**src/rtl/sel_cmp_pkg.sv**
```systemverilog
// sel_cmp_pipe shared types and helpers.
// Compare-mode enum, compare function, clog2 with a floor of 1.
package sel_cmp_pkg;

  typedef enum logic [1:0] {
    CMP_GT = 2'b00,
    CMP_GE = 2'b01,
    CMP_EQ = 2'b10,
    CMP_LT = 2'b11
  } cmp_mode_e;

  localparam int CMP_MAXW = 64;

  function automatic logic cmp_fn(
    input cmp_mode_e             mode,
    input logic [CMP_MAXW-1:0]   a,
    input logic [CMP_MAXW-1:0]   b
  );
    logic r;
    r = 1'b0;
    case (mode)
      CMP_GT:  r = (a >  b);
      CMP_GE:  r = (a >= b);
      CMP_EQ:  r = (a == b);
      CMP_LT:  r = (a <  b);
      default: r = 1'b0;
    endcase
    return r;
  endfunction

  function automatic int clog2m1(input int n);
    return (n > 1) ? $clog2(n) : 1;
  endfunction

endpackage

```
**src/rtl/sel_cmp_pipe_prio_enc.sv**
```systemverilog
// sel_cmp_prio_enc: lowest-index-wins priority encoder.
// Produces any and the index of the lowest set request bit (0 if none).
module sel_cmp_prio_enc #(
  parameter int NCH = 4,
  parameter int IW  = 2
) (
  input  logic [NCH-1:0] req,
  output logic           any,
  output logic [IW-1:0]  idx
);

  // scan high to low so the lowest set bit is written last
  always_comb begin
    any = |req;
    idx = '0;
    for (int i = NCH - 1; i >= 0; i--) begin
      if (req[i]) idx = IW'(i);
    end
  end

endmodule

```
**src/rtl/sel_cmp_pipe.sv**
```systemverilog
// sel_cmp_pipe: two-stage select/compare pipeline with valid/ready.
// Optional hit counters under SEL_CMP_PIPE_HITCNT_EN.
module sel_cmp_pipe
  import sel_cmp_pkg::*;
#(
  parameter int W    = 8,
  parameter int NCH  = 4,
  parameter int NSRC = 4,
  parameter int CNTW = 8,
  localparam int SW  = (NSRC > 1) ? $clog2(NSRC) : 1,
  localparam int IW  = clog2m1(NCH)
) (
  input  logic                   clk,
  input  logic                   rst_n,
  input  logic                   in_valid,
  output logic                   in_ready,
  input  logic [NCH*NSRC*W-1:0]  src_data,
  input  logic [NCH*SW-1:0]      sel,
  input  logic [NCH*W-1:0]       thr,
  input  logic [NCH-1:0]         mask,
  input  logic [1:0]             mode,
  output logic                   out_valid,
  input  logic                   out_ready,
  output logic [NCH-1:0]         hit,
  output logic                   any_hit,
  output logic [IW-1:0]          first_idx
`ifdef SEL_CMP_PIPE_HITCNT_EN
  ,
  input  logic                   cnt_clr,
  output logic [NCH*CNTW-1:0]    hit_cnt
`endif
);

  logic             s1_valid;
  logic [NCH*W-1:0] s1_val;
  logic [NCH*W-1:0] s1_thr;
  logic [NCH-1:0]   s1_mask;
  cmp_mode_e        s1_mode;
  logic             s2_valid;
  logic             s1_adv;
  logic             s2_adv;
  logic [NCH*W-1:0] sval;
  logic [NCH-1:0]   hit_c;
  logic             any_c;
  logic [IW-1:0]    idx_c;

  assign s2_adv    = !s2_valid || out_ready;
  assign s1_adv    = !s1_valid || s2_adv;
  assign in_ready  = s1_adv;
  assign out_valid = s2_valid;

  // per-channel field select
  always_comb begin
    sval = '0;
    for (int c = 0; c < NCH; c++) begin
      sval[c*W +: W] =
        src_data[(c*NSRC + int'(sel[c*SW +: SW]))*W +: W];
    end
  end

  // S1 register: selected fields, thresholds, mask, mode
  always_ff @(posedge clk or negedge rst_n) begin
    if (!rst_n) begin
      s1_valid <= 1'b0;
      s1_val   <= '0;
      s1_thr   <= '0;
      s1_mask  <= '0;
      s1_mode  <= CMP_GT;
    end else if (s1_adv) begin
      s1_valid <= in_valid;
      if (in_valid) begin
        s1_val  <= sval;
        s1_thr  <= thr;
        s1_mask <= mask;
        s1_mode <= cmp_mode_e'(mode);
      end
    end
  end

  // masked unsigned compare per channel
  always_comb begin
    hit_c = '0;
    for (int c = 0; c < NCH; c++) begin
      hit_c[c] = s1_mask[c] &&
        cmp_fn(s1_mode,
               CMP_MAXW'(s1_val[c*W +: W]),
               CMP_MAXW'(s1_thr[c*W +: W]));
    end
  end

  sel_cmp_prio_enc #(
    .NCH (NCH),
    .IW  (IW)
  ) u_prio (
    .req (hit_c),
    .any (any_c),
    .idx (idx_c)
  );

  // S2 register: result flags, held while stalled
  always_ff @(posedge clk or negedge rst_n) begin
    if (!rst_n) begin
      s2_valid  <= 1'b0;
      hit       <= '0;
      any_hit   <= 1'b0;
      first_idx <= '0;
    end else if (s2_adv) begin
      s2_valid <= s1_valid;
      if (s1_valid) begin
        hit       <= hit_c;
        any_hit   <= any_c;
        first_idx <= idx_c;
      end
    end
  end

`ifdef SEL_CMP_PIPE_HITCNT_EN
  // saturating per-channel hit counters, clear wins over increment
  always_ff @(posedge clk or negedge rst_n) begin
    if (!rst_n) begin
      hit_cnt <= '0;
    end else if (cnt_clr) begin
      hit_cnt <= '0;
    end else if (out_valid && out_ready) begin
      for (int c = 0; c < NCH; c++) begin
        if (hit[c] && (hit_cnt[c*CNTW +: CNTW] != {CNTW{1'b1}}))
          hit_cnt[c*CNTW +: CNTW] <= hit_cnt[c*CNTW +: CNTW] + 1'b1;
      end
    end
  end
`endif

endmodule

```
**config.mk**
```make
export PLATFORM = sky130hd
export DESIGN_NAME = sel_cmp_pipe
export DESIGN_NICKNAME = d
export VERILOG_FILES = /design/src/rtl/sel_cmp_pkg.sv /design/src/rtl/sel_cmp_pipe_prio_enc.sv /design/src/rtl/sel_cmp_pipe.sv
export SDC_FILE = /design/constraint.sdc
export NUM_CORES = 1
export LEC_CHECK = 0
export BUFFER_PORTS_ARGS = -buffer_cell sky130_fd_sc_hd__buf_2
export CAP_MARGIN = 20
export CORE_ASPECT_RATIO = 1.1
export CORE_MARGIN = 2
export CORE_UTILIZATION = 49
export CTS_BUF_LIST = sky130_fd_sc_hd__clkbuf_16
export CTS_CLUSTER_SIZE = 8
export DETAILED_ROUTE_END_ITERATION = 16
export PLACE_DENSITY = 0.86
export SYNTH_ARGS = -nofsm -noshare
export SYNTH_HDL_FRONTEND = slang
export SYNTH_SLANG_ARGS = --single-unit
```
**constraint.sdc**
```tcl
create_clock -name clk -period 2.45 [get_ports clk]
set_input_delay 0.1225 -clock clk [delete_from_list [all_inputs] [get_ports clk]]
set_output_delay 0.1225 -clock clk [all_outputs]
set_load 0.02 [all_outputs]
```
==> Word level (Yosys, flattened, before mapping) <==
Index checks and enable logic that the tools add are counted.
{ "totals": {"reg_bits": 79, "latchBits": 0, "mem_bits_rw": 0, "rom_bits": 0, "in_bits": 178, "output_inout_bits": 9, "wordCells": 55, "n_memories": 0} }
{ "op_classes": {"add_sub_neg": 3, "n_mul": 0, "div": 0, "magnitude_cmp": 12, "eq_ne": 7, "n_shift": 4, "muxes": 8, "bitwise": 0, "n_reduce_logical": 12} }
{ "op_table": {"columns": ["op", "n"], "rows": [
  ["$shiftx A128 B9 Y8", 2],
  ["$shiftx A128 B6 Y8", 1],
  ["$shiftx A128 B8 Y8", 1],
  ["$eq A8 B8 Y1", 4],
  ["$ge A8 B8 Y1", 4],
  ["$gt A8 B8 Y1", 4],
  ["$lt A8 B8 Y1", 4],
  ["$pmux W1 S4", 4],
  ["$add A4 B2 Y5 const A", 2],
  ["$mux W2", 4],
  ["$add A3 B2 Y4 const A", 1],
  ["$eq A2 B2 Y1 const B", 2],
  ["$logic_and A1 B1 Y1", 4],
  ["$reduce_and A2 Y1", 2],
  ["$reduce_or A4 Y1", 1],
  ["$eq A2 B1 Y1 const B", 1],
  ["$logic_not A1 Y1", 2],
  ["$logic_not A2 Y1", 1],
  ["$logic_or A1 B1 Y1", 2]
]} }

==> Longest topological paths before layout <==
{ "logic_depth": {"word_depth": 7, "mapped_depth": 9, "mapped_depth_nobuf": 9} }

==> By module <==
From an unflattened synthesis, not the netlist that was laid out.
{ "hier_totals": {"cells_unflattened": 383, "hier_area_um2": 4913.5} }
{ "by_module_without_submodules": {"columns": ["module", "n_inst", "cells_each", "area_each_um2", "seq_area_each_um2"], "rows": [
  ["sel_cmp_pipe", 1, 376, 4878.4, 1976.9],
  ["sel_cmp_prio_enc", 1, 7, 35.0, 0.0]
]} }

==> Worst setup path after synthesis <==
OpenSTA, ideal clock, no wires.
{ "synth_timing": {"kind": "reg2reg", "from": "reg s1_val[21]", "to": "reg any_hit", "setup_ps": 118, "arrival_ps": 1736, "t_required_ps": 2332, "path_slack_ps": 596, "path_stages_with_launch": 9, "path_buffers": 0, "synth_period_minus_slack_ps": 1854, "path_cell_list": "dfrtp_1 -> ha_1 -> a21oi_1 -> nor2_1 -> a211oi_1 -> a211oi_1 -> o31ai_2 -> a41oi_1 -> a21o_1"} }
{ "synth_via": {"elab_chain_len": 4, "elab_cells_between_ends": 7, "cone_classes": "3 x order compare; 1 x eq/ne; 1 x mux; 2 x reduce/logical"} }
{ "synth_rtl": {"columns": ["element", "line_no", "source"], "rows": [
  ["start: declaration", "sel_cmp_pipe.sv:35", "logic [NCH*W-1:0] s1_val;"],
  ["start signal: assignment", "sel_cmp_pipe.sv:72", "s1_val <= sval;"],
  ["$lt A8 B8 Y1 (tied with other cells)", "sel_cmp_pkg.sv:25", "CMP_LT: r = (a < b);"],
  ["$pmux W1 S4 (*)", "sel_cmp_pkg.sv:21", "case (mode)"],
  ["$logic_and A1 B1 Y1 (*)", "sel_cmp_pipe.sv:84", "hit_c[c] = s1_mask[c] &&"],
  ["$reduce_or A4 Y1 (*)", "sel_cmp_pipe_prio_enc.sv:14", "any = |req;"],
  ["end signal: assignment", "sel_cmp_pipe.sv:111", "any_hit <= any_c;"],
  ["end: declaration", "sel_cmp_pipe.sv:25", "output logic any_hit,"]
]} }
Every way passes the cells marked *; elsewhere a longest branch is shown, timed or not.
A chain may end at the register's enable or synchronous reset.

==> Final worst setup path <==
Ends and elaborated chain as after synthesis.

==> results.md <==
Status:
- The flow ran to the end, and the final reports show no timing, DRC or antenna violations.

STA:
- The max-slew violation count came to 0.
- The final worst-path cycle share is 88.9%.
- Setup repair after global routing left no endpoint under its margin.
- The final-layout setup total negative slack is 0 ps.
- For the pin with the worst max-slew slack, the measured transition is 973 ps.
- Setup violations remaining at the end of the flow were counted as 0.
- The final critical-path required period is 2180 ps.
- The minimum setup slack in the final design is 271 ps.
- Timing would allow up to between 400 and 500 MHz.
- The final count of hold timing violations came to 0.
- The setup clock skew after layout is 5.50 ps.
- The headroom to the max-slew limit is about a third.

Synth:
- The fraction of the mapped netlist area in compound gates is 7.17%.
- The share of Yosys cell area claimed by the top area cell type is 42.5%.
- The synthesized-area fraction occupied by adder cells is 8.60%.
- The post-synth net total is 559.
- Counting flops with a built-in enable in the synthesized netlist gives 0.
- After synthesis, the mean cell area works out to 13.3 µm².
- The post-synth design cell area is 4660 µm².
- The fraction of registers with async set/reset is 100%.
- The post-synthesis simple-gate area fraction is 5.21%.
- The part of the Yosys area used for sequential elements is between 40% and 50%.
- Yosys mapped the design onto 29 distinct sky130hd cell types.
- The cell type with the largest total area after synthesis is sky130_fd_sc_hd__dfrtp_1.
- The synthesized design contains between 70 and 80 register bits.
- The number of synthesis warnings is 0.
- The proportion of synthesized area in mux cells is between 30 and 40%.
- Synthesis handed over a netlist of 349 instances.
- The dominant synthesized flop cell is sky130_fd_sc_hd__dfrtp_1.
- Yosys attributes the largest share of cell area to sky130_fd_sc_hd__dfrtp_1 (42%), sky130_fd_sc_hd__mux2_2 (17%), sky130_fd_sc_hd__mux4_2 (15%), sky130_fd_sc_hd__ha_1 (8.6%), sky130_fd_sc_hd__inv_1 (2.6%).
- The dominant combinational cell family by area after synthesis is multiplexers.
- The xor and xnor area share after synthesis is 0%.

Floorplan:
- Pin placement for this block handled 187 I/O pins.
- The total die area is 10300 µm².
- The initial core utilization is approximately half.
- The floorplan step defined a core boundary enclosing 9310 µm².
- In this run the vertical extent of the chip is 106 µm.
- The die extent in x is around 97 µm.
- After floorplanning, the core was divided into 37 placement rows.

Layout:
- The final core area utilization is about 64%.
- The area growth from synthesis to final layout is 28.7%.
- The fraction of final layout cells sized beyond drive strength 1 is 58.0%.
- The final net count is 743.
- The number of non-filler instances in the completed layout is 656.
- Counting the fill cells in the layout gives 716.

Setup path:
- The type of the setup path with the least slack is reg -> reg.
- The largest fanout of any net on the critical path is 4.
- The critical path capture point type is a flop.
- The type of element launching the critical path is a flop.
- The data required time at the worst endpoint is 2670 ps.
- The arrival time reported for the critical path endpoint is 2400 ps.
- The worst-case reg-to-reg path depth is 8.

Global routing:
- The initial antenna violation count is 1.
- Across every metal layer, demand over resource in global routing totals 21.1%.
- The number of global-route vias before repair is 3917.
- The pin count of the biggest net entering global routing is 80.
- The total congestion overflow after global routing is 0.
- The global-route wire length before repair is 17400 µm.

Drt:
- After the first detailed-routing iteration, the DRC count stood at 70.
- The DRC violation count after routing is 0.
- The detailed-router iteration count before antenna repair is 4.
- The total via count in the routed design is 3549.
- After detailed routing, the average wire length per cell comes to 15.9 µm.
- The final layout contains routed wiring with a total length of 10400 µm.
- After detailed routing, the number of vias per cell comes to 5.41.
- The number of nets with antenna violations after routing is 0.

Pwr:
- The maximum vdd ir drop is approximately 0.00028 V.
- The internal power of the cells totals approximately 3 mW.
- The switching power summed over all nets is 1.20 mW.
- For this design the ratio of total power to cell area is roughly 690 nW/µm².
- Per report_power, the sequential group accounts for 40.6% of the total.
- Net switching is 29.0% of the power.
- The share of power burned in the clock network is 30.6%.
- The combinational power share is 28.7%.
- For this design the static power due to leakage is a little under 3 nW.

CTS:
- The clock passes through at most 2 buffers.
- CTS built an H-tree with a depth of 3.
- After clock tree synthesis, the flow added hold-fix buffers numbering 1.
- The source-to-sink clock delay at the later pin of the worst-skew pair is 330 ps.
- The number of clock buffers added by TritonCTS is 9.
- For this design, the sink count on the clock tree is 79.
- After clock tree synthesis, the clock-pin slew on the worst setup and hold paths is 60 ps.
- The post-CTS repair timing setup buffer count is 0.
- TritonCTS built the clock tree.
- In this run, post-CTS repair resized a total of 0 instances.
- The clock root buffer master is sky130_fd_sc_hd__clkbuf_16.

Hold path:
- The type of the most critical hold path is in -> reg.
- The number of stages on the worst hold path is 2.

Placement:
- Before CTS, the worst setup slack after placement is roughly 260 ps.
- In this run, placement finished with an instance count of 638.
- Once detailed placement completed, the half-perimeter wirelength came to 8210 µm.
- The last weighted congestion value of the routability-driven placer is ~0.8.
- The total of buffers placed on input and output ports is 186.

Job:
- The reported max-cap violation count is 0.
## through the flow
stage	instance area [µm²]	total power [mW]	hold slack, ps
2_1_floorplan	4660	2.49	-173
3_3_place_gp	5700	2.82	327
3_5_place_dp	5700	2.90	345
4_1_cts	5990	4.19	15.2
5_1_grt	5990	4.40	20.1
6_report	5990	4.15	20.2
## cell families (layout without fill, tap and decap cells)
logic type                 after synthesis  in the layout
AOI/OAI and AO/OA                       42             42
adders and majority gates               32             32
buffers and inverters                   48            237
DFF                                     79             79
muxes                                  102            102
other                                    0              1
and+or+nand+nor                         46             46
## power by group through the flow
stage / combinational [mW] / sequential, mW / clock (mW)
after floorplan: 0.779 / 1.71 / 0
after global placement: 1.14 / 1.69 / 0
after detailed placement: 1.20 / 1.71 / 0
after CTS: 1.21 / 1.69 / 1.29
after global routing: 1.34 / 1.72 / 1.35
final: 1.19 / 1.69 / 1.27
## final timing paths
kind / startpoint / endpoint / slack, ps
min: thr[0] / s1_thr[0] / 20
min in group asynchronous: rst_n / s1_val[20] / 490
max reg2reg: s1_val[21] / any_hit / 270
min reg2reg: hit[1] / hit[1] / 480
max in group asynchronous: rst_n / s1_mode[0] / 1330
max: s1_val[21] / any_hit / 270
## cell type report
| type | instances | area [µm²] | area share (%) |
|---|---|---|---|
| timing repair buffer | 189 | 971 | 16.2 |
| sequential | 79 | 1980 | 33.0 |
| multi-input combinational | 222 | 2490 | 41.6 |
| clock buffer | 9 | 225 | 3.76 |
| tap | 117 | 146 | 2.44 |
| antenna | 1 | 2.50 | 0.0418 |
| inverter | 32 | 120 | 2.00 |
| clock inverter | 7 | 56.3 | 0.940 |
## flip-flops by register name, indices dropped and copies added, names as in the netlist
name / cells
s1_thr: 32
s1_val: 32
hit: 4
s1_mask: 4
first_idx: 2
s1_mode: 2
any_hit: 1
out_valid: 1
s1_valid: 1
## synth_stat cells, types with 5 or more instances
library cell and instances:
sky130_fd_sc_hd__nand4_1 8, sky130_fd_sc_hd__a211oi_1 9, sky130_fd_sc_hd__ha_1 32, sky130_fd_sc_hd__inv_1 32, sky130_fd_sc_hd__buf_2 11, sky130_fd_sc_hd__nand2_1 14, sky130_fd_sc_hd__nand2b_1 5, sky130_fd_sc_hd__mux2_2 70
sky130_fd_sc_hd__a21oi_1 8, sky130_fd_sc_hd__nor2_1 8, sky130_fd_sc_hd__a21o_1 5, sky130_fd_sc_hd__dfrtp_1 79, sky130_fd_sc_hd__mux4_2 32
## metal layers
layer,part of all wire (%),vias to the layer above,track usage (%)
li1,-,1673,-
met1,37,1721,23.4
met2,54,129,39.1
met3,5.2,26,3.88
met4,3.0,0,9.66
met5,0,-,0
## placed cells by master (no fill, tap or decap), drive strengths merged
master / Yosys / routed
buf: 15 / 188
dfrtp: 79 / 79
mux2: 70 / 70
inv: 32 / 34
mux4: 32 / 32
ha: 32 / 32
nand2: 14 / 14
a211oi: 12 / 12
clkbuf: 1 / 9
nand4: 8 / 8
a21oi: 8 / 8
nor2: 8 / 8
nand2b: 5 / 5
a21o: 5 / 5
o31ai: 5 / 5
o21ai: 5 / 5
nor2b: 4 / 4
o211ai: 4 / 4
and3b: 4 / 4
clkinv: 0 / 4
diode: 0 / 1
nand3b: 1 / 1
o31a: 1 / 1
a21boi: 1 / 1
nand3: 1 / 1
a41oi: 1 / 1
and2: 1 / 1
bufinv: 0 / 1
dlygate4sd3: 0 / 1
## worst max-delay path: stages, from the launching register on
cell                       delay, ps
sky130_fd_sc_hd__dfrtp_1         380
sky130_fd_sc_hd__ha_1            310
sky130_fd_sc_hd__a21oi_1         130
sky130_fd_sc_hd__nor2_1           50
sky130_fd_sc_hd__a211oi_1        330
sky130_fd_sc_hd__a211oi_1        150
sky130_fd_sc_hd__o31ai_2         370
sky130_fd_sc_hd__a41oi_1         170
sky130_fd_sc_hd__a21o_1          180
(Power assumes the default switching activity.)
